===== src/rtl/hlsm_operand_sequencer.sv =====
// Purpose: buffers (a,b,c) operand triples, runs the HLSM datapath once per triple, returns z/x with a Done timeout.
// Latency: result valid 9 cycles after a triple is accepted into an idle, empty sequencer; 9 cycles per triple back-to-back.
// Backpressure: in_ready drops while the operand FIFO is full; a result is held in HOLD until out_ready accepts it.
module hlsm_operand_sequencer #(
    parameter int W       = 32,
    parameter int DEPTH   = 4,
    parameter int TIMEOUT = 16
) (
    input  logic         Clk,
    input  logic         Rst,
    input  logic         in_valid,
    output logic         in_ready,
    input  logic [W-1:0] in_a,
    input  logic [W-1:0] in_b,
    input  logic [W-1:0] in_c,
    output logic         out_valid,
    input  logic         out_ready,
    output logic [W-1:0] out_z,
    output logic [W-1:0] out_x,
    output logic         out_err,
    output logic         hlsm_start,
    output logic [W-1:0] hlsm_a,
    output logic [W-1:0] hlsm_b,
    output logic [W-1:0] hlsm_c,
    input  logic         hlsm_done,
    input  logic [W-1:0] hlsm_z,
    input  logic [W-1:0] hlsm_x,
    output logic         busy
);

    localparam int AW = $clog2(DEPTH);
    localparam int CW = $clog2(DEPTH + 1);
    localparam int TW = $clog2(TIMEOUT);

    localparam logic [CW-1:0] FULL_CNT = CW'(DEPTH);
    localparam logic [TW-1:0] TMO_LAST = TW'(TIMEOUT - 1);

    localparam logic [1:0] ST_IDLE   = 2'd0;
    localparam logic [1:0] ST_LAUNCH = 2'd1;
    localparam logic [1:0] ST_BUSY   = 2'd2;
    localparam logic [1:0] ST_HOLD   = 2'd3;

    // operand FIFO storage and pointers
    logic [3*W-1:0] mem_q [DEPTH];
    logic [AW-1:0]  wr_ptr_q, wr_ptr_d;
    logic [AW-1:0]  rd_ptr_q, rd_ptr_d;
    logic [CW-1:0]  count_q, count_d;

    // control FSM and registered outputs
    logic [1:0]     state_q, state_d;
    logic [TW-1:0]  tmo_q, tmo_d;
    logic           start_q, start_d;
    logic [W-1:0]   hlsm_a_q, hlsm_a_d;
    logic [W-1:0]   hlsm_b_q, hlsm_b_d;
    logic [W-1:0]   hlsm_c_q, hlsm_c_d;
    logic           out_valid_q, out_valid_d;
    logic           out_err_q, out_err_d;
    logic [W-1:0]   out_z_q, out_z_d;
    logic [W-1:0]   out_x_q, out_x_d;

    logic           push;
    logic           pop;
    logic [3*W-1:0] head;

    assign in_ready = (count_q != FULL_CNT);
    assign push     = in_valid && in_ready;
    // The FIFO is only drained when the FSM is idle, so at most one run is in flight.
    assign pop      = (state_q == ST_IDLE) && (count_q != '0);
    assign head     = mem_q[rd_ptr_q];

    assign out_valid  = out_valid_q;
    assign out_err    = out_err_q;
    assign out_z      = out_z_q;
    assign out_x      = out_x_q;
    assign hlsm_start = start_q;
    assign hlsm_a     = hlsm_a_q;
    assign hlsm_b     = hlsm_b_q;
    assign hlsm_c     = hlsm_c_q;
    assign busy       = (state_q != ST_IDLE) || (count_q != '0);

    // FIFO pointer and occupancy update; pointers wrap naturally at a power-of-two depth
    always_comb begin
        wr_ptr_d = wr_ptr_q;
        rd_ptr_d = rd_ptr_q;
        count_d  = count_q;
        if (push) begin
            wr_ptr_d = wr_ptr_q + 1'b1;
        end
        if (pop) begin
            rd_ptr_d = rd_ptr_q + 1'b1;
        end
        case ({push, pop})
            2'b10:   count_d = count_q + 1'b1;
            2'b01:   count_d = count_q - 1'b1;
            default: count_d = count_q;
        endcase
    end

    // FIFO data array write; contents need no reset because the pointers qualify them
    always_ff @(posedge Clk) begin
        if (push) begin
            mem_q[wr_ptr_q] <= {in_a, in_b, in_c};
        end
    end

    // Sequencing FSM: pop operands, pulse Start, wait for Done or timeout, hold the result
    always_comb begin
        state_d     = state_q;
        tmo_d       = tmo_q;
        start_d     = 1'b0;
        hlsm_a_d    = hlsm_a_q;
        hlsm_b_d    = hlsm_b_q;
        hlsm_c_d    = hlsm_c_q;
        out_valid_d = out_valid_q;
        out_err_d   = out_err_q;
        out_z_d     = out_z_q;
        out_x_d     = out_x_q;
        case (state_q)
            ST_IDLE: begin
                if (pop) begin
                    // Operands are latched here and held until the next pop because the
                    // datapath reads them in several of its states.
                    hlsm_a_d = head[3*W-1:2*W];
                    hlsm_b_d = head[2*W-1:W];
                    hlsm_c_d = head[W-1:0];
                    start_d  = 1'b1;
                    state_d  = ST_LAUNCH;
                end
            end
            ST_LAUNCH: begin
                tmo_d   = '0;
                state_d = ST_BUSY;
            end
            ST_BUSY: begin
                // Done takes priority over a coincident timeout.
                if (hlsm_done) begin
                    out_z_d     = hlsm_z;
                    out_x_d     = hlsm_x;
                    out_err_d   = 1'b0;
                    out_valid_d = 1'b1;
                    state_d     = ST_HOLD;
                end else if (tmo_q == TMO_LAST) begin
                    out_z_d     = '0;
                    out_x_d     = '0;
                    out_err_d   = 1'b1;
                    out_valid_d = 1'b1;
                    state_d     = ST_HOLD;
                end else begin
                    tmo_d = tmo_q + 1'b1;
                end
            end
            ST_HOLD: begin
                if (out_ready) begin
                    out_valid_d = 1'b0;
                    state_d     = ST_IDLE;
                end
            end
            default: begin
                state_d = ST_IDLE;
            end
        endcase
    end

    // State registers with synchronous reset; reset abandons any in-flight run
    always_ff @(posedge Clk) begin
        if (Rst) begin
            wr_ptr_q    <= '0;
            rd_ptr_q    <= '0;
            count_q     <= '0;
            state_q     <= ST_IDLE;
            tmo_q       <= '0;
            start_q     <= 1'b0;
            hlsm_a_q    <= '0;
            hlsm_b_q    <= '0;
            hlsm_c_q    <= '0;
            out_valid_q <= 1'b0;
            out_err_q   <= 1'b0;
            out_z_q     <= '0;
            out_x_q     <= '0;
        end else begin
            wr_ptr_q    <= wr_ptr_d;
            rd_ptr_q    <= rd_ptr_d;
            count_q     <= count_d;
            state_q     <= state_d;
            tmo_q       <= tmo_d;
            start_q     <= start_d;
            hlsm_a_q    <= hlsm_a_d;
            hlsm_b_q    <= hlsm_b_d;
            hlsm_c_q    <= hlsm_c_d;
            out_valid_q <= out_valid_d;
            out_err_q   <= out_err_d;
            out_z_q     <= out_z_d;
            out_x_q     <= out_x_d;
        end
    end

endmodule


===== config.mk =====
export PLATFORM = sky130hd
export DESIGN_NAME = hlsm_operand_sequencer
export DESIGN_NICKNAME = d
export VERILOG_FILES = /design/src/rtl/hlsm_operand_sequencer.sv
export SDC_FILE = /design/constraint.sdc
export NUM_CORES = 1
export LEC_CHECK = 0
export BUFFER_PORTS_ARGS = -buffer_cell sky130_fd_sc_hd__buf_4
export CAP_MARGIN = 20
export CORE_UTILIZATION = 55
export DETAILED_ROUTE_END_ITERATION = 6
export PLACE_DENSITY = 0.8
export SLEW_MARGIN = 30
export SYNTH_ARGS = -nofsm -noshare
export SYNTH_HDL_FRONTEND = slang
export SYNTH_SLANG_ARGS = --single-unit

===== constraint.sdc =====
create_clock -name Clk -period 5 [get_ports Clk]
set_input_delay 0.5 -clock Clk [delete_from_list [all_inputs] [get_ports Clk]]
set_output_delay 0.5 -clock Clk [all_outputs]
set_load 0.05 [all_outputs]

==> results of run 1 <==
-- power by group through the flow --
stage,Sequential [W],Combinational (W),Clock (W)
2_1_floorplan,0.00741,0.00148,0
3_3_place_gp,0.00618,0.00386,0
3_5_place_dp,0.00619,0.00394,0
4_1_cts,0.00610,0.00395,0.00404
5_1_grt,0.00618,0.00412,0.00423
6_report,0.00610,0.00391,0.00396
-- layout by cell type, fill, tap and decap left out, drive strengths merged, types with 4 or more instances in the layout --
cell,n
a21oi,9
a22o,160
and3,4
buf,342
bufinv,4
clkbuf,80
clkinv,12
dfxtp,176
edfxtp,384
ha,11
inv,11
mux4,96
nand3,5
nor2,7
-- kinds of logic after synthesis --
logic type | after synthesis
AOI/OAI and AO/OA | 185
xor gates and xnor gates | 4
adders and majority gates | 12
buffers and inverters | 70
DFF | 560
muxes | 98
and+or+nand+nor | 33
-- how the worst min path moves through the flow --
| stage | startpoint | endpoint | slack (ns) | cells after the start |
|---|---|---|---|---|
| 4_1_cts | in_b[11] | mem_q[0][43]$_DFFE_PP_ | 0.1 | 1 |
| 5_1_grt | in_b[17] | mem_q[0][49]$_DFFE_PP_ | 0.10 | 1 |
| 2_1_floorplan | state_q[1]$_SDFFE_PP0P_ | state_q[1]$_SDFFE_PP0P_ | 0.49 | 2 |
| 3_3_place_gp | out_x[26]$_SDFFE_PP0P_ | out_x[26]$_SDFFE_PP0P_ | 0.46 | 1 |
| 6_report | in_b[11] | mem_q[2][43]$_DFFE_PP_ | 0.12 | 1 |
| 3_5_place_dp | out_x[17]$_SDFFE_PP0P_ | out_x[17]$_SDFFE_PP0P_ | 0.46 | 1 |
-- flip-flops by register name, summed over array words and instances (netlist names), 2 cells and up --
| signal | flops |
|---|---|
| mem_q | 384 |
| hlsm_a | 32 |
| hlsm_b | 32 |
| hlsm_c | 32 |
| out_x | 32 |
| out_z | 32 |
| tmo_q | 4 |
| count_q | 3 |
| rd_ptr_q | 2 |
| state_q | 2 |
| wr_ptr_q | 2 |
-- worst reg2reg max path, cell delays in order (launching register included) --
cell and delay [ns]:
dfxtp_1 0.42, or3b_2 0.28, and3_4 0.83, buf_4 0.69
-- cell type report --
| type | count | share of cell area, % |
|---|---|---|
| Tap cell | 455 | 2.35 |
| Inverter | 10 | 0.155 |
| Timing Repair Buffer | 342 | 10.9 |
| Sequential cell | 560 | 62.1 |
| Clock inverter | 20 | 0.939 |
| Antenna cell | 2 | 0.0206 |
| Multi-Input combinational cell | 332 | 17.3 |
| Clock buffer | 80 | 6.24 |
-- per-layer routing --
layer,share of wire [%],vias to the layer above,global-route usage [%]
met5,0.042,-,0
met4,2.0,2,6.15
met3,6.4,59,4.69
met2,51,355,37.1
met1,41,5309,29.9
li1,-,4636,-
-- through the flow --
stage | worst slack (ns) | total power [W] | instances
2_1_floorplan | 1.02 | 0.00889 | 962
3_3_place_gp | 2.44 | 0.0100 | 1696
3_5_place_dp | 2.37 | 0.0101 | 1697
4_1_cts | 2.35 | 0.0141 | 1797
5_1_grt | 2.26 | 0.0145 | 1800
6_report | 2.40 | 0.0140 | 1801
==> report_table.html, run 1 <==
<table>
<tr><th>Metric</th><th>Value</th></tr>
<tr><th colspan="2">Power and ir drop</th></tr>
<tr><td>Pwr per Cell Area</td><td>576 nW/um2</td></tr>
<tr><td>Switching power total</td><td>about 0.0046 W</td></tr>
<tr><td>Clk network pwr share</td><td>28.4%</td></tr>
<tr><td>Proportion of power drawn by combinational gates</td><td>28.0%</td></tr>
<tr><td>Leak pwr</td><td>between 8 and 9 nW</td></tr>
<tr><td>Seq pwr share</td><td>43.7%</td></tr>
<tr><td>Worst IR drop on VDD</td><td>0.412 mV</td></tr>
<tr><td>Switching Fraction</td><td>around 33%</td></tr>
<tr><td>Cell Int Power</td><td>0.00940 W</td></tr>
<tr><th colspan="2">Yosys</th></tr>
<tr><td>Flip-flop and latch count after synthesis</td><td>560</td></tr>
<tr><td>Adder and majority gate portion of the synthesized area</td><td>less than 1%</td></tr>
<tr><td>Cell types with the highest counts after synthesis</td><td>384 x edfxtp_1, 176 x dfxtp_1, 160 x a22o_1</td></tr>
<tr><td>Sequential area share after synthesis</td><td>77.0%</td></tr>
<tr><td>Share of the synthesized area in the top cell type</td><td>59.0%</td></tr>
<tr><td>Number of enable-type register cells in the synthesized netlist</td><td>384</td></tr>
<tr><td>Cell area after technology mapping</td><td>19,500 um2</td></tr>
<tr><td>Avg Inst Size Synth</td><td>20.3 um2</td></tr>
<tr><td>Count of distinct cell types in the synthesized netlist</td><td>42</td></tr>
<tr><td>Most area-hungry cell type in the Yosys netlist</td><td>edfxtp_1</td></tr>
<tr><td>Area fraction in compound gates after synthesis</td><td>8.05%</td></tr>
<tr><td>Post-synthesis xor/xnor area fraction</td><td>0.179%</td></tr>
<tr><td>Most used standard cell by instance count after synthesis</td><td>edfxtp_1</td></tr>
<tr><td>Syn nets</td><td>1,139</td></tr>
<tr><td>Share of async-settable or async-resettable flops after synthesis</td><td>0%</td></tr>
<tr><td>Multiplexer share of the synthesized area</td><td>11.2%</td></tr>
<tr><td>Dominant combinational cell family by area after synthesis</td><td>multiplexers</td></tr>
<tr><td>Prevailing post-synth register cell</td><td>edfxtp_1</td></tr>
<tr><td>Mapped Cells</td><td>962</td></tr>
<tr><td>Top post-synthesis cells by area</td><td>edfxtp_1 59%, dfxtp_1 18%, mux4_2 11%</td></tr>
<tr><td>Number of warnings issued by yosys</td><td>0</td></tr>
<tr><td>Simple-gate share of the synthesized area</td><td>0.960%</td></tr>
<tr><th colspan="2">Floorplanning</th></tr>
<tr><td>Die outline area</td><td>36,300 um2</td></tr>
<tr><td>Number of top-level design ports</td><td>330</td></tr>
<tr><td>DIE WIDTH</td><td>191 um</td></tr>
<tr><td>FP Rows</td><td>68</td></tr>
<tr><td>Initial standard-cell utilization of the core</td><td>56.3%</td></tr>
<tr><td>Y dimension of the die</td><td>approximately 190 um</td></tr>
<tr><td>Floorplan core area</td><td>34,700 um2</td></tr>
<tr><th colspan="2">Worst hold path</th></tr>
<tr><td>Type of the worst min-delay path</td><td>in2reg</td></tr>
<tr><th colspan="2">Timing</th></tr>
<tr><td>Transition time at the pin with the least slew margin</td><td>0.943 ns</td></tr>
<tr><td>RSZ-0062 raised after global routing</td><td>no</td></tr>
<tr><td>Post-route clock skew</td><td>0.0115 ns</td></tr>
<tr><td>Total negative slack for setup checks</td><td>0 ns</td></tr>
<tr><td>Final min period</td><td>2.60 ns</td></tr>
<tr><td>Hold violation total from the final report</td><td>0</td></tr>
<tr><td>Number of endpoints failing setup at the final stage</td><td>0</td></tr>
<tr><td>Final Cycle Share</td><td>52.0%</td></tr>
<tr><td>Worst-case hold slack</td><td>0.124 ns</td></tr>
<tr><td>Number of pins with negative max-slew slack in the final report</td><td>0</td></tr>
<tr><td>Maximum clock frequency</td><td>385 MHz</td></tr>
<tr><td>Max_slew headroom</td><td>37.1%</td></tr>
<tr><th colspan="2">Layout</th></tr>
<tr><td>Layout cell share with drive strength beyond 1</td><td>between 30% and 40%</td></tr>
<tr><td>Final standard cell area without fillers</td><td>24,200 um2</td></tr>
<tr><td>Final standard cell utilization of the core</td><td>69.8%</td></tr>
<tr><td>Number of nets in the layout</td><td>1,476</td></tr>
<tr><td>Sequential Area</td><td>between 15,000 and 20,000 um2</td></tr>
<tr><td>Layout overhead on the synthesized area</td><td>24.1%</td></tr>
<tr><td>Area occupied by multi-input gates</td><td>approximately 4200 um2</td></tr>
<tr><td>Number of fill cells in the layout</td><td>between 2,000 and 2,500</td></tr>
<tr><th colspan="2">Placed design</th></tr>
<tr><td>Global placement routability congestion</td><td>0.725</td></tr>
<tr><td>Count of buffers inserted at the top-level ports</td><td>329</td></tr>
<tr><td>DP Area</td><td>roughly 22,000 um2</td></tr>
<tr><td>Post-DP HPWL</td><td>23.7 mm</td></tr>
<tr><th colspan="2">Worst setup path</th></tr>
<tr><td>Cell breakdown of the critical path</td><td>or3b_2 -&gt; and3_4 -&gt; buf_4</td></tr>
<tr><td>Kind of launch point of the worst setup path</td><td>flop</td></tr>
<tr><td>Req. time, crit path</td><td>between 5 and 6 ns</td></tr>
<tr><td>Number of cell instances on the worst register-to-register path</td><td>3</td></tr>
<tr><td>Buffers &amp; Inverters on Critical Path</td><td>1</td></tr>
<tr><td>Timing endpoint of the critical path</td><td>mem_q[0][72]$_DFFE_PP_</td></tr>
<tr><td>Cell count along the critical path</td><td>3</td></tr>
<tr><td>Signal arrival time at the worst endpoint</td><td>2.80 ns</td></tr>
<tr><td>Setup slack of the most critical reg-to-reg path</td><td>2.40 ns</td></tr>
<tr><td>Start of the worst register-to-register path</td><td>count_q[0]$_SDFFE_PP0P_</td></tr>
<tr><td>Timing startpoint of the critical path</td><td>count_q[0]$_SDFFE_PP0P_</td></tr>
<tr><td>CP max stage delay</td><td>a little over 0.8 ns</td></tr>
<tr><td>Crit path kind</td><td>reg2reg</td></tr>
<tr><td>Critical path fanouts, max</td><td>59</td></tr>
<tr><td>Endpoint type of the worst setup path</td><td>flop</td></tr>
<tr><td>Critical-path cell with the highest stage delay</td><td>and3_4</td></tr>
<tr><td>Cell family contributing the most delay on the critical path</td><td>simple AND/OR/NAND/NOR gates</td></tr>
<tr><td>Endpoint of the most critical register-to-register path</td><td>mem_q[0][72]$_DFFE_PP_</td></tr>
<tr><th colspan="2">Clock network</th></tr>
<tr><td>Maximum number of buffers from clock root to sink</td><td>3</td></tr>
<tr><td>Total clock sinks</td><td>560</td></tr>
<tr><td># hold bufs at CTS</td><td>0</td></tr>
<tr><td>H-tree depth</td><td>2</td></tr>
<tr><td>Clock Latency Late Sink</td><td>0.57 ns</td></tr>
<tr><td>CTS clock-pin slew for the worst setup and hold paths</td><td>0.06 ns</td></tr>
<tr><td>CTS Root Cell</td><td>clkbuf_16</td></tr>
<tr><td>Post-CTS Repair Setup Buffers</td><td>0</td></tr>
<tr><td>Quantity of gates resized following cts</td><td>0</td></tr>
<tr><td>Number of buffers created by CTS</td><td>53</td></tr>
<tr><td>CTS tree</td><td>built</td></tr>
<tr><th colspan="2">Routing</th></tr>
<tr><td>Post-DR vias/cell</td><td>5.75</td></tr>
<tr><td>Number of violations reported at the end of detailed-routing iteration 0</td><td>654</td></tr>
<tr><td>Remaining antenna violation count after routing</td><td>0</td></tr>
<tr><td>First-pass detailed-route iteration total</td><td>5</td></tr>
<tr><td>Overall routed net length</td><td>40.3 mm</td></tr>
<tr><td># DRC</td><td>0</td></tr>
<tr><td>WL per Instance</td><td>22.4 um</td></tr>
<tr><td>Vias after detailed routing</td><td>10,400</td></tr>
<tr><th colspan="2">GRT</th></tr>
<tr><td>Global-route total usage across every layer</td><td>22.3%</td></tr>
<tr><td>Total grt overflow</td><td>0</td></tr>
<tr><td>Antenna violations before repair</td><td>3</td></tr>
<tr><td>Pin count of the biggest net entering global routing</td><td>between 70 and 80</td></tr>
<tr><td>Via count of the first global-routing pass</td><td>10,700</td></tr>
<tr><td>Wire length of the first global-routing pass</td><td>61.1 mm</td></tr>
<tr><th colspan="2">Run</th></tr>
<tr><td>Reported max-cap violation count</td><td>0</td></tr>
<tr><th colspan="2">Status</th></tr>
<tr><td>Result of the run</td><td>complete, no violations</td></tr>
</table>
No activity file was read; power rests on OpenSTA's default activity.
==> inputs of run 2 (changes only) <==
--- a/config.mk
+++ b/config.mk
@@ -7,9 +7,9 @@
 export LEC_CHECK = 0
 export BUFFER_PORTS_ARGS = -buffer_cell sky130_fd_sc_hd__buf_4
 export CAP_MARGIN = 20
-export CORE_UTILIZATION = 55
+export CORE_UTILIZATION = 50
 export DETAILED_ROUTE_END_ITERATION = 6
-export PLACE_DENSITY = 0.8
+export PLACE_DENSITY = 0.77
 export SLEW_MARGIN = 30
 export SYNTH_ARGS = -nofsm -noshare
 export SYNTH_HDL_FRONTEND = slang
==> constraint.sdc (replaced) <==
create_clock -name Clk -period 2.38 [get_ports Clk]
set_input_delay 0.238 -clock Clk [delete_from_list [all_inputs] [get_ports Clk]]
set_output_delay 0.238 -clock Clk [all_outputs]
set_load 0.05 [all_outputs]
==> run 2 against run 1 <==
Against the previous run:
- final area increased by 8.6%
- total power grew 120%
- first-iteration DRC count shrank 31%
- clock skew rose by 0.0025 ns
- largest cell class unchanged
- critical path depth rose by 5
- highest routed layer unchanged
==> report_table.html, run 2 (synthesized netlist as in run 1, its figures left out) <==
<table>
<tr><th>Metric</th><th>Value</th></tr>
<tr><th colspan="2">Timing</th></tr>
<tr><td>Final Cycle Share</td><td>94.5% (was 52.0%)</td></tr>
<tr><td>Worst Slack Setup Final</td><td>0.131 ns (was 2.40 ns)</td></tr>
<tr><td>Final min period</td><td>2.25 ns (was 2.60 ns)</td></tr>
<tr><td>Transition time at the pin with the least slew margin</td><td>0.592 ns (was 0.943 ns)</td></tr>
<tr><td>Post-route clock skew</td><td>0.0140 ns (was 0.0115 ns)</td></tr>
<tr><td>Number of pins with negative max-slew slack in the final report</td><td>0 (unchanged)</td></tr>
<tr><td>Max_slew headroom</td><td>60.5% (was 37.1%)</td></tr>
<tr><td>Hold violation total from the final report</td><td>0 (unchanged)</td></tr>
<tr><td>Number of endpoints failing setup at the final stage</td><td>0 (unchanged)</td></tr>
<tr><td>Maximum clock frequency</td><td>445 MHz (was 385 MHz)</td></tr>
<tr><th colspan="2">Routing</th></tr>
<tr><td># DRC</td><td>0 (unchanged)</td></tr>
<tr><td>Post-DR vias/cell</td><td>5.41 (was 5.75)</td></tr>
<tr><td>Remaining antenna violation count after routing</td><td>0 (unchanged)</td></tr>
<tr><td>Overall routed net length</td><td>44.5 mm (was 40.3 mm)</td></tr>
<tr><td>Vias after detailed routing</td><td>11,100 (was 10,400)</td></tr>
<tr><td>WL per Instance</td><td>21.7 um (was 22.4 um)</td></tr>
<tr><td>Number of violations reported at the end of detailed-routing iteration 0</td><td>454 (was 654)</td></tr>
<tr><td>First-pass detailed-route iteration total</td><td>5 (unchanged)</td></tr>
<tr><th colspan="2">Layout</th></tr>
<tr><td>Final standard cell utilization of the core</td><td>68.3% (was 69.8%)</td></tr>
<tr><td>Final standard cell area without fillers</td><td>26,300 um2 (was 24,200 um2)</td></tr>
<tr><td>Number of standard cells in the layout, taps in and fillers out</td><td>2,046 (was 1,801)</td></tr>
<tr><td>Highest-count cells in the layout ignoring fill and taps</td><td>384 x edfxtp_1, 343 x buf_4, 173 x dfxtp_1, 164 x dlygate4sd3_1, 160 x a22o_1 (was 384 x edfxtp_1, 336 x buf_4, 174 x dfxtp_1, 160 x a22o_1, 96 x mux4_2)</td></tr>
<tr><td>Number of fill cells in the layout</td><td>2,423 (was 2,192)</td></tr>
<tr><td>Largest reg by FF count</td><td>mem_q (unchanged)</td></tr>
<tr><td>Layout cell share with drive strength beyond 1</td><td>36.3% (was 39.2%)</td></tr>
<tr><td>Largest register FFs</td><td>384 (unchanged)</td></tr>
<tr><td>Most frequent standard cell in the layout excluding fill and tap cells</td><td>edfxtp_1 (unchanged)</td></tr>
<tr><td>Number of nets in the layout</td><td>1,659 (was 1,476)</td></tr>
<tr><td>Layout overhead on the synthesized area</td><td>34.7% (was 24.1%)</td></tr>
<tr><th colspan="2">Floorplanning</th></tr>
<tr><td>DIE WIDTH</td><td>200 um (was 191 um)</td></tr>
<tr><td>Number of top-level design ports</td><td>330 (unchanged)</td></tr>
<tr><td>Die outline area</td><td>39,900 um2 (was 36,300 um2)</td></tr>
<tr><td>Initial standard-cell utilization of the core</td><td>50.7% (was 56.3%)</td></tr>
<tr><td>Floorplan core area</td><td>38,600 um2 (was 34,700 um2)</td></tr>
<tr><td>FP Rows</td><td>72 (was 68)</td></tr>
<tr><td>Y dimension of the die</td><td>200 um (was 191 um)</td></tr>
<tr><th colspan="2">Placed design</th></tr>
<tr><td>Number of cells after detailed placement</td><td>1,780 (was 1,697)</td></tr>
<tr><td>Worst setup slack after placement</td><td>0.106 ns (was 2.37 ns)</td></tr>
<tr><td>Global placement routability congestion</td><td>0.930 (was 0.725)</td></tr>
<tr><td>DP Area</td><td>22,900 um2 (was 22,500 um2)</td></tr>
<tr><td>Post-DP HPWL</td><td>26.1 mm (was 23.7 mm)</td></tr>
<tr><td>Count of buffers inserted at the top-level ports</td><td>329 (unchanged)</td></tr>
<tr><th colspan="2">GRT</th></tr>
<tr><td>Met3 GRT Util</td><td>4.86% (was 4.69%)</td></tr>
<tr><td>Busiest layer in global routing</td><td>met2 (unchanged)</td></tr>
<tr><td>Antenna violations before repair</td><td>3 (unchanged)</td></tr>
<tr><td>GRT met1 Usage</td><td>27.9% (was 29.9%)</td></tr>
<tr><td>Wire length of the first global-routing pass</td><td>67.0 mm (was 61.1 mm)</td></tr>
<tr><td>Total grt overflow</td><td>0 (unchanged)</td></tr>
<tr><td>Pin count of the biggest net entering global routing</td><td>67 (was 77)</td></tr>
<tr><td>Met2 Resource Use GR</td><td>38.6% (was 37.1%)</td></tr>
<tr><td>Global-route total usage across every layer</td><td>22.5% (was 22.3%)</td></tr>
<tr><td>Via count of the first global-routing pass</td><td>11,800 (was 10,700)</td></tr>
<tr><th colspan="2">Power and ir drop</th></tr>
<tr><td>Worst IR drop on VDD</td><td>0.645 mV (was 0.412 mV)</td></tr>
<tr><td>Pwr per Cell Area</td><td>1140 nW/um2 (was 576 nW/um2)</td></tr>
<tr><td>Leak pwr</td><td>9.74 nW (was 8.86 nW)</td></tr>
<tr><th colspan="2">Worst hold path</th></tr>
<tr><td>End of the worst hold path</td><td>mem_q[3][53]$_DFFE_PP_ (was mem_q[2][43]$_DFFE_PP_)</td></tr>
<tr><td>Launch instance of the worst min-delay path</td><td>in_b[21] (was in_b[11])</td></tr>
<tr><td>Type of the worst min-delay path</td><td>in2reg (unchanged)</td></tr>
<tr><td>Depth of the worst hold-timing path</td><td>2 (was 1)</td></tr>
<tr><th colspan="2">Worst setup path</th></tr>
<tr><td>Endpoint type of the worst setup path</td><td>flop (unchanged)</td></tr>
<tr><td>Start of the worst register-to-register path</td><td>count_q[0]$_SDFFE_PP0P_ (unchanged)</td></tr>
<tr><td>Critical path fanouts, max</td><td>6 (was 59)</td></tr>
<tr><td>Setup slack of the most critical reg-to-reg path</td><td>0.13 ns (was 2.40 ns)</td></tr>
<tr><td>Number of cell instances on the worst register-to-register path</td><td>8 (was 3)</td></tr>
<tr><td>Crit path kind</td><td>reg2reg (unchanged)</td></tr>
<tr><td>Endpoint of the most critical register-to-register path</td><td>count_q[2]$_SDFFE_PP0P_ (was mem_q[0][72]$_DFFE_PP_)</td></tr>
<tr><td>Signal arrival time at the worst endpoint</td><td>2.75 ns (was 2.80 ns)</td></tr>
<tr><td>Req. time, crit path</td><td>2.88 ns (was 5.20 ns)</td></tr>
<tr><td>Kind of launch point of the worst setup path</td><td>flop (unchanged)</td></tr>
<tr><th colspan="2">Clock network</th></tr>
<tr><td>CTS Root Cell</td><td>clkbuf_16 (unchanged)</td></tr>
<tr><td>Maximum number of buffers from clock root to sink</td><td>3 (unchanged)</td></tr>
<tr><td>Number of buffers created by CTS</td><td>53 (unchanged)</td></tr>
<tr><td>Clock Latency Late Sink</td><td>0.58 ns (was 0.57 ns)</td></tr>
<tr><td>CTS tree</td><td>built (unchanged)</td></tr>
<tr><td>H-tree depth</td><td>2 (unchanged)</td></tr>
<tr><td>CTS clock-pin slew for the worst setup and hold paths</td><td>0.06 ns (about the same)</td></tr>
<tr><td>Total clock sinks</td><td>560 (unchanged)</td></tr>
<tr><th colspan="2">Run</th></tr>
<tr><td>Reported max-cap violation count</td><td>0 (unchanged)</td></tr>
<tr><th colspan="2">Status</th></tr>
<tr><td>Result of the run</td><td>complete, no violations (unchanged)</td></tr>
</table>
[run 2: stage by stage]
step	hold slack, ns	setup TNS (ns)	power, W
final	0.408	0	0.0301
after global placement	0.438	0	0.0214
after floorplan	0.336	0	0.0186
after detailed placement	0.442	0	0.0216
after CTS	0.361	0	0.0304
after global routing	0.393	-0.00552	0.0313
[run 2: power breakdown]
group | leakage, nW | switching, W | internal (W)
Combinational | 3.88 | 0.00554 | 0.00334
Clock | 0.898 | 0.00354 | 0.00504
Sequential | 4.96 | 0.000752 | 0.0119
Total | 9.74 | 0.00983 | 0.0203
[run 2: area by class of cell]
class	instances	area [um2]	share of cell area (%)
timing repair buffer	525	4580	17.4
multi-input combinational	332	4190	15.9
inverter	10	37.5	0.143
sequential	560	15100	57.2
clock inverter	21	205	0.779
clock buffer	78	1610	6.11
tap	518	648	2.46
antenna	2	5.00	0.0190
[run 2: per-layer routing]
layer	vias up	part of all wire (%)
met5	-	0.036
met4	2	2.7
met3	69	6.4
met2	384	51
met1	5617	40
li1	4997	-
[run 2: repair_timing]
| action | in CTS | in global routing |
|---|---|---|
| hold buffers | 164 | 0 |
| endpoints found under the setup margin | 1 | 1 |
| endpoints found under the hold margin | 456 | 0 |
| gates resized for setup | 1 | 1 |
| setup buffers | 0 | 1 |
[run 2: worst max-delay path by stage]
stage	startpoint	to	slack (ns)	cells after the start
floorplan	count_q[2]$_SDFFE_PP0P_	count_q[2]$_SDFFE_PP0P_	0.02	9
detailed placement	state_q[0]$_SDFFE_PP0P_	count_q[2]$_SDFFE_PP0P_	0.11	9
CTS	state_q[0]$_SDFFE_PP0P_	count_q[2]$_SDFFE_PP0P_	0.07	9
global route	count_q[0]$_SDFFE_PP0P_	count_q[2]$_SDFFE_PP0P_	-0.006	8
finish	count_q[0]$_SDFFE_PP0P_	count_q[2]$_SDFFE_PP0P_	0.13	8
global placement	state_q[0]$_SDFFE_PP0P_	count_q[2]$_SDFFE_PP0P_	0.16	9
[run 2: critical path, stage by stage, from the launching register on]
cell	delay (ns)
dfxtp_1	0.36
or3b_2	0.50
nand2_1	0.09
ha_1	0.19
inv_1	0.07
fa_1	0.37
xor2_1	0.16
or3_1	0.30
a21oi_1	0.14
==> inputs of run 3 (changes only) <==
--- a/config.mk
+++ b/config.mk
@@ -7,9 +7,10 @@
 export LEC_CHECK = 0
 export BUFFER_PORTS_ARGS = -buffer_cell sky130_fd_sc_hd__buf_4
 export CAP_MARGIN = 20
-export CORE_UTILIZATION = 50
+export CORE_UTILIZATION = 52
+export CTS_BUF_LIST = sky130_fd_sc_hd__clkbuf_8
 export DETAILED_ROUTE_END_ITERATION = 6
-export PLACE_DENSITY = 0.77
+export PLACE_DENSITY = 0.8
 export SLEW_MARGIN = 30
 export SYNTH_ARGS = -nofsm -noshare
 export SYNTH_HDL_FRONTEND = slang
==> run 3 against run 2 <==
Against the previous run:
- final cell count increased by 0.59%
- final area shrank 0.77%
- count of clock-buffer cells in the layout up 20
- non-clock buffer count decreased by 1
- via count is 1.9% higher
- sequential share of layout area rose by 0.46 points
- total power down 3.3%
==> report_table.html, run 3 (synthesized netlist as in run 1, its figures left out) <==
<table>
<tr><th>Metric</th><th>Value</th></tr>
<tr><th colspan="2">Status</th></tr>
<tr><td>Result of the run</td><td>complete, no violations (unchanged)</td></tr>
<tr><th colspan="2">Routing</th></tr>
<tr><td>Vias after detailed routing</td><td>11,300 (was 11,100)</td></tr>
<tr><td>Number of violations reported at the end of detailed-routing iteration 0</td><td>498 (was 454)</td></tr>
<tr><td>Post-DR vias/cell</td><td>5.48 (was 5.41)</td></tr>
<tr><td>Remaining antenna violation count after routing</td><td>0 (unchanged)</td></tr>
<tr><td>First-pass detailed-route iteration total</td><td>5 (unchanged)</td></tr>
<tr><td># DRC</td><td>0 (unchanged)</td></tr>
<tr><td>WL per Instance</td><td>21.7 um (about the same)</td></tr>
<tr><td>Overall routed net length</td><td>44.7 mm (was 44.5 mm)</td></tr>
<tr><th colspan="2">Timing</th></tr>
<tr><td>Final Cycle Share</td><td>96.4% (was 94.5%)</td></tr>
<tr><td>Final min period</td><td>2.29 ns (was 2.25 ns)</td></tr>
<tr><td>Maximum clock frequency</td><td>436 MHz (was 445 MHz)</td></tr>
<tr><td>Number of pins with negative max-slew slack in the final report</td><td>0 (unchanged)</td></tr>
<tr><td>Hold violation total from the final report</td><td>0 (unchanged)</td></tr>
<tr><td>Transition time at the pin with the least slew margin</td><td>0.591 ns (was 0.592 ns)</td></tr>
<tr><td>Number of endpoints failing setup at the final stage</td><td>0 (unchanged)</td></tr>
<tr><td>RSZ-0062 raised after global routing</td><td>yes</td></tr>
<tr><td>Post-route clock skew</td><td>0.0250 ns (was 0.0140 ns)</td></tr>
<tr><td>Total negative slack for setup checks</td><td>0 ns (unchanged)</td></tr>
<tr><td>Worst-case hold slack</td><td>0.347 ns (was 0.408 ns)</td></tr>
<tr><td>Max_slew headroom</td><td>60.5% (about the same)</td></tr>
<tr><th colspan="2">Worst setup path</th></tr>
<tr><td>Signal arrival time at the worst endpoint</td><td>2.83 ns (was 2.75 ns)</td></tr>
<tr><td>Crit path kind</td><td>reg2reg (unchanged)</td></tr>
<tr><td>Critical path fanouts, max</td><td>6 (unchanged)</td></tr>
<tr><td>Kind of launch point of the worst setup path</td><td>flop (unchanged)</td></tr>
<tr><td>Endpoint type of the worst setup path</td><td>flop (unchanged)</td></tr>
<tr><td>Req. time, crit path</td><td>2.92 ns (was 2.88 ns)</td></tr>
<tr><th colspan="2">GRT</th></tr>
<tr><td>Via count of the first global-routing pass</td><td>12,300 (was 11,800)</td></tr>
<tr><td>Antenna violations before repair</td><td>2 (was 3)</td></tr>
<tr><td>Global-route total usage across every layer</td><td>23.6% (was 22.5%)</td></tr>
<tr><td>Total grt overflow</td><td>0 (unchanged)</td></tr>
<tr><td>Wire length of the first global-routing pass</td><td>68.1 mm (was 67.0 mm)</td></tr>
<tr><td>Pin count of the biggest net entering global routing</td><td>74 (was 67)</td></tr>
<tr><th colspan="2">Clock network</th></tr>
<tr><td>H-tree depth</td><td>3 (was 2)</td></tr>
<tr><td>Number of buffers created by CTS</td><td>87 (was 53)</td></tr>
<tr><td>Clock Latency Late Sink</td><td>0.64 ns (was 0.58 ns)</td></tr>
<tr><td>Total clock sinks</td><td>560 (unchanged)</td></tr>
<tr><td>CTS clock-pin slew for the worst setup and hold paths</td><td>0.06 ns (about the same)</td></tr>
<tr><td>CTS tree</td><td>built (unchanged)</td></tr>
<tr><td>Maximum number of buffers from clock root to sink</td><td>3 (unchanged)</td></tr>
<tr><td>CTS Root Cell</td><td>clkbuf_8 (was clkbuf_16)</td></tr>
<tr><td>Post-CTS Repair Setup Buffers</td><td>0 (unchanged)</td></tr>
<tr><th colspan="2">Floorplanning</th></tr>
<tr><td>DIE WIDTH</td><td>196 um (was 200 um)</td></tr>
<tr><td>Initial standard-cell utilization of the core</td><td>53.1% (was 50.7%)</td></tr>
<tr><td>Die outline area</td><td>38,400 um2 (was 39,900 um2)</td></tr>
<tr><td>Y dimension of the die</td><td>196 um (was 200 um)</td></tr>
<tr><td>FP Rows</td><td>70 (was 72)</td></tr>
<tr><td>Number of top-level design ports</td><td>330 (unchanged)</td></tr>
<tr><td>Floorplan core area</td><td>36,800 um2 (was 38,600 um2)</td></tr>
<tr><th colspan="2">Layout</th></tr>
<tr><td>Layout cell share with drive strength beyond 1</td><td>37.2% (was 36.3%)</td></tr>
<tr><td>Layout overhead on the synthesized area</td><td>33.7% (was 34.7%)</td></tr>
<tr><td>Most frequent standard cell in the layout excluding fill and tap cells</td><td>edfxtp_1 (unchanged)</td></tr>
<tr><td>Highest-count cells in the layout ignoring fill and taps</td><td>384 x edfxtp_1, 342 x buf_4, 172 x dfxtp_1, 166 x dlygate4sd3_1, 160 x a22o_1 (was 384 x edfxtp_1, 343 x buf_4, 173 x dfxtp_1, 164 x dlygate4sd3_1, 160 x a22o_1)</td></tr>
<tr><td>Largest reg by FF count</td><td>mem_q (unchanged)</td></tr>
<tr><td>Number of nets in the layout</td><td>1,692 (was 1,659)</td></tr>
<tr><td>Largest register FFs</td><td>384 (unchanged)</td></tr>
<tr><td>Number of fill cells in the layout</td><td>2,158 (was 2,423)</td></tr>
<tr><th colspan="2">Placed design</th></tr>
<tr><td>Global placement routability congestion</td><td>0.937 (was 0.930)</td></tr>
<tr><td>Count of buffers inserted at the top-level ports</td><td>329 (unchanged)</td></tr>
<tr><td>Post-DP HPWL</td><td>25.9 mm (was 26.1 mm)</td></tr>
<tr><th colspan="2">Power and ir drop</th></tr>
<tr><td>Leak pwr</td><td>9.80 nW (was 9.74 nW)</td></tr>
<tr><td>Post-layout power</td><td>0.0292 W (was 0.0301 W)</td></tr>
<tr><td>Pwr per Cell Area</td><td>1120 nW/um2 (was 1140 nW/um2)</td></tr>
<tr><td>Worst IR drop on VDD</td><td>0.619 mV (was 0.645 mV)</td></tr>
<tr><th colspan="2">Worst hold path</th></tr>
<tr><td>Type of the worst min-delay path</td><td>in2reg (unchanged)</td></tr>
<tr><th colspan="2">Run</th></tr>
<tr><td>Reported max-cap violation count</td><td>0 (unchanged)</td></tr>
</table>
run 3: changes by cell type in the layout (fill, tap and decap cells not counted), moves of 4 or more:
cell,delta
clkinv_1,+11
clkbuf_16,-60
clkinv_2,+5
clkinvlp_4,+4
clkbuf_8,+94
inv_1,+28
clkbuf_1,-14
run 3: worst max-delay path: stages (launching register included):
cell and delay [ns]:
dfxtp_2 0.35, or3b_2 0.48, nand2_1 0.09, ha_1 0.18, inv_1 0.06, fa_1 0.38, xor2_1 0.18, or3_1 0.31
a21oi_1 0.17
run 3: layout make-up:
cell class	instances	area, um2	share of cell area [%]
multi-input cells	332	4190	16.0
flip-flops and latches	560	15100	57.7
clock inverters	64	347	1.33
diodes	2	5.00	0.0192
inverters	10	37.5	0.144
well taps	468	586	2.24
repair buffers	524	4550	17.4
clock buffers	98	1350	5.16
run 3: worst paths after layout:
path	from	to	slack [ns]	cells past startpoint
setup / recovery	count_q[0]$_SDFFE_PP0P_	count_q[2]$_SDFFE_PP0P_	0.09	8
hold / removal	in_c[15]	mem_q[0][15]$_DFFE_PP_	0.35	2
setup reg to reg	count_q[0]$_SDFFE_PP0P_	count_q[2]$_SDFFE_PP0P_	0.09	8
hold reg to reg	out_z[31]$_SDFFE_PP0P_	out_z[31]$_SDFFE_PP0P_	0.48	1
run 3: metrics by stage:
stage / utilization, % / cells / area [um2] / setup WS (ns)
3_3_place_gp: 61.9 / 1728 / 22800 / 0.205
5_1_grt: 71.0 / 2058 / 26100 / -0.00692
6_report: 71.0 / 2058 / 26100 / 0.0865
4_1_cts: 71.0 / 2056 / 26100 / 0.0386
2_1_floorplan: - / 962 / 19600 / 0.0203
3_5_place_dp: 61.9 / 1728 / 22800 / 0.0769
run 3: per-layer routing:
layer / global-route usage, % / wire length (um) / vias up
met5: 0 / 0 / -
li1: - / - / 5091
met2: 39.9 / 22800 / 464
met3: 6.33 / 3390 / 84
met1: 28.6 / 17200 / 5636
met4: 10.7 / 1320 / 0
run 3: where the power goes:
group,internal [W],switching (W)
Combinational,0.00331,0.00551
Sequential,0.0119,0.000772
Clock,0.00402,0.00359
run 3: repair_timing:
action                                  CTS  global route
endpoints found under the hold margin   462             0
hold buffers                            166             0
gates cloned                              0             0
endpoints found under the setup margin    1             2
resized for setup                         1             4
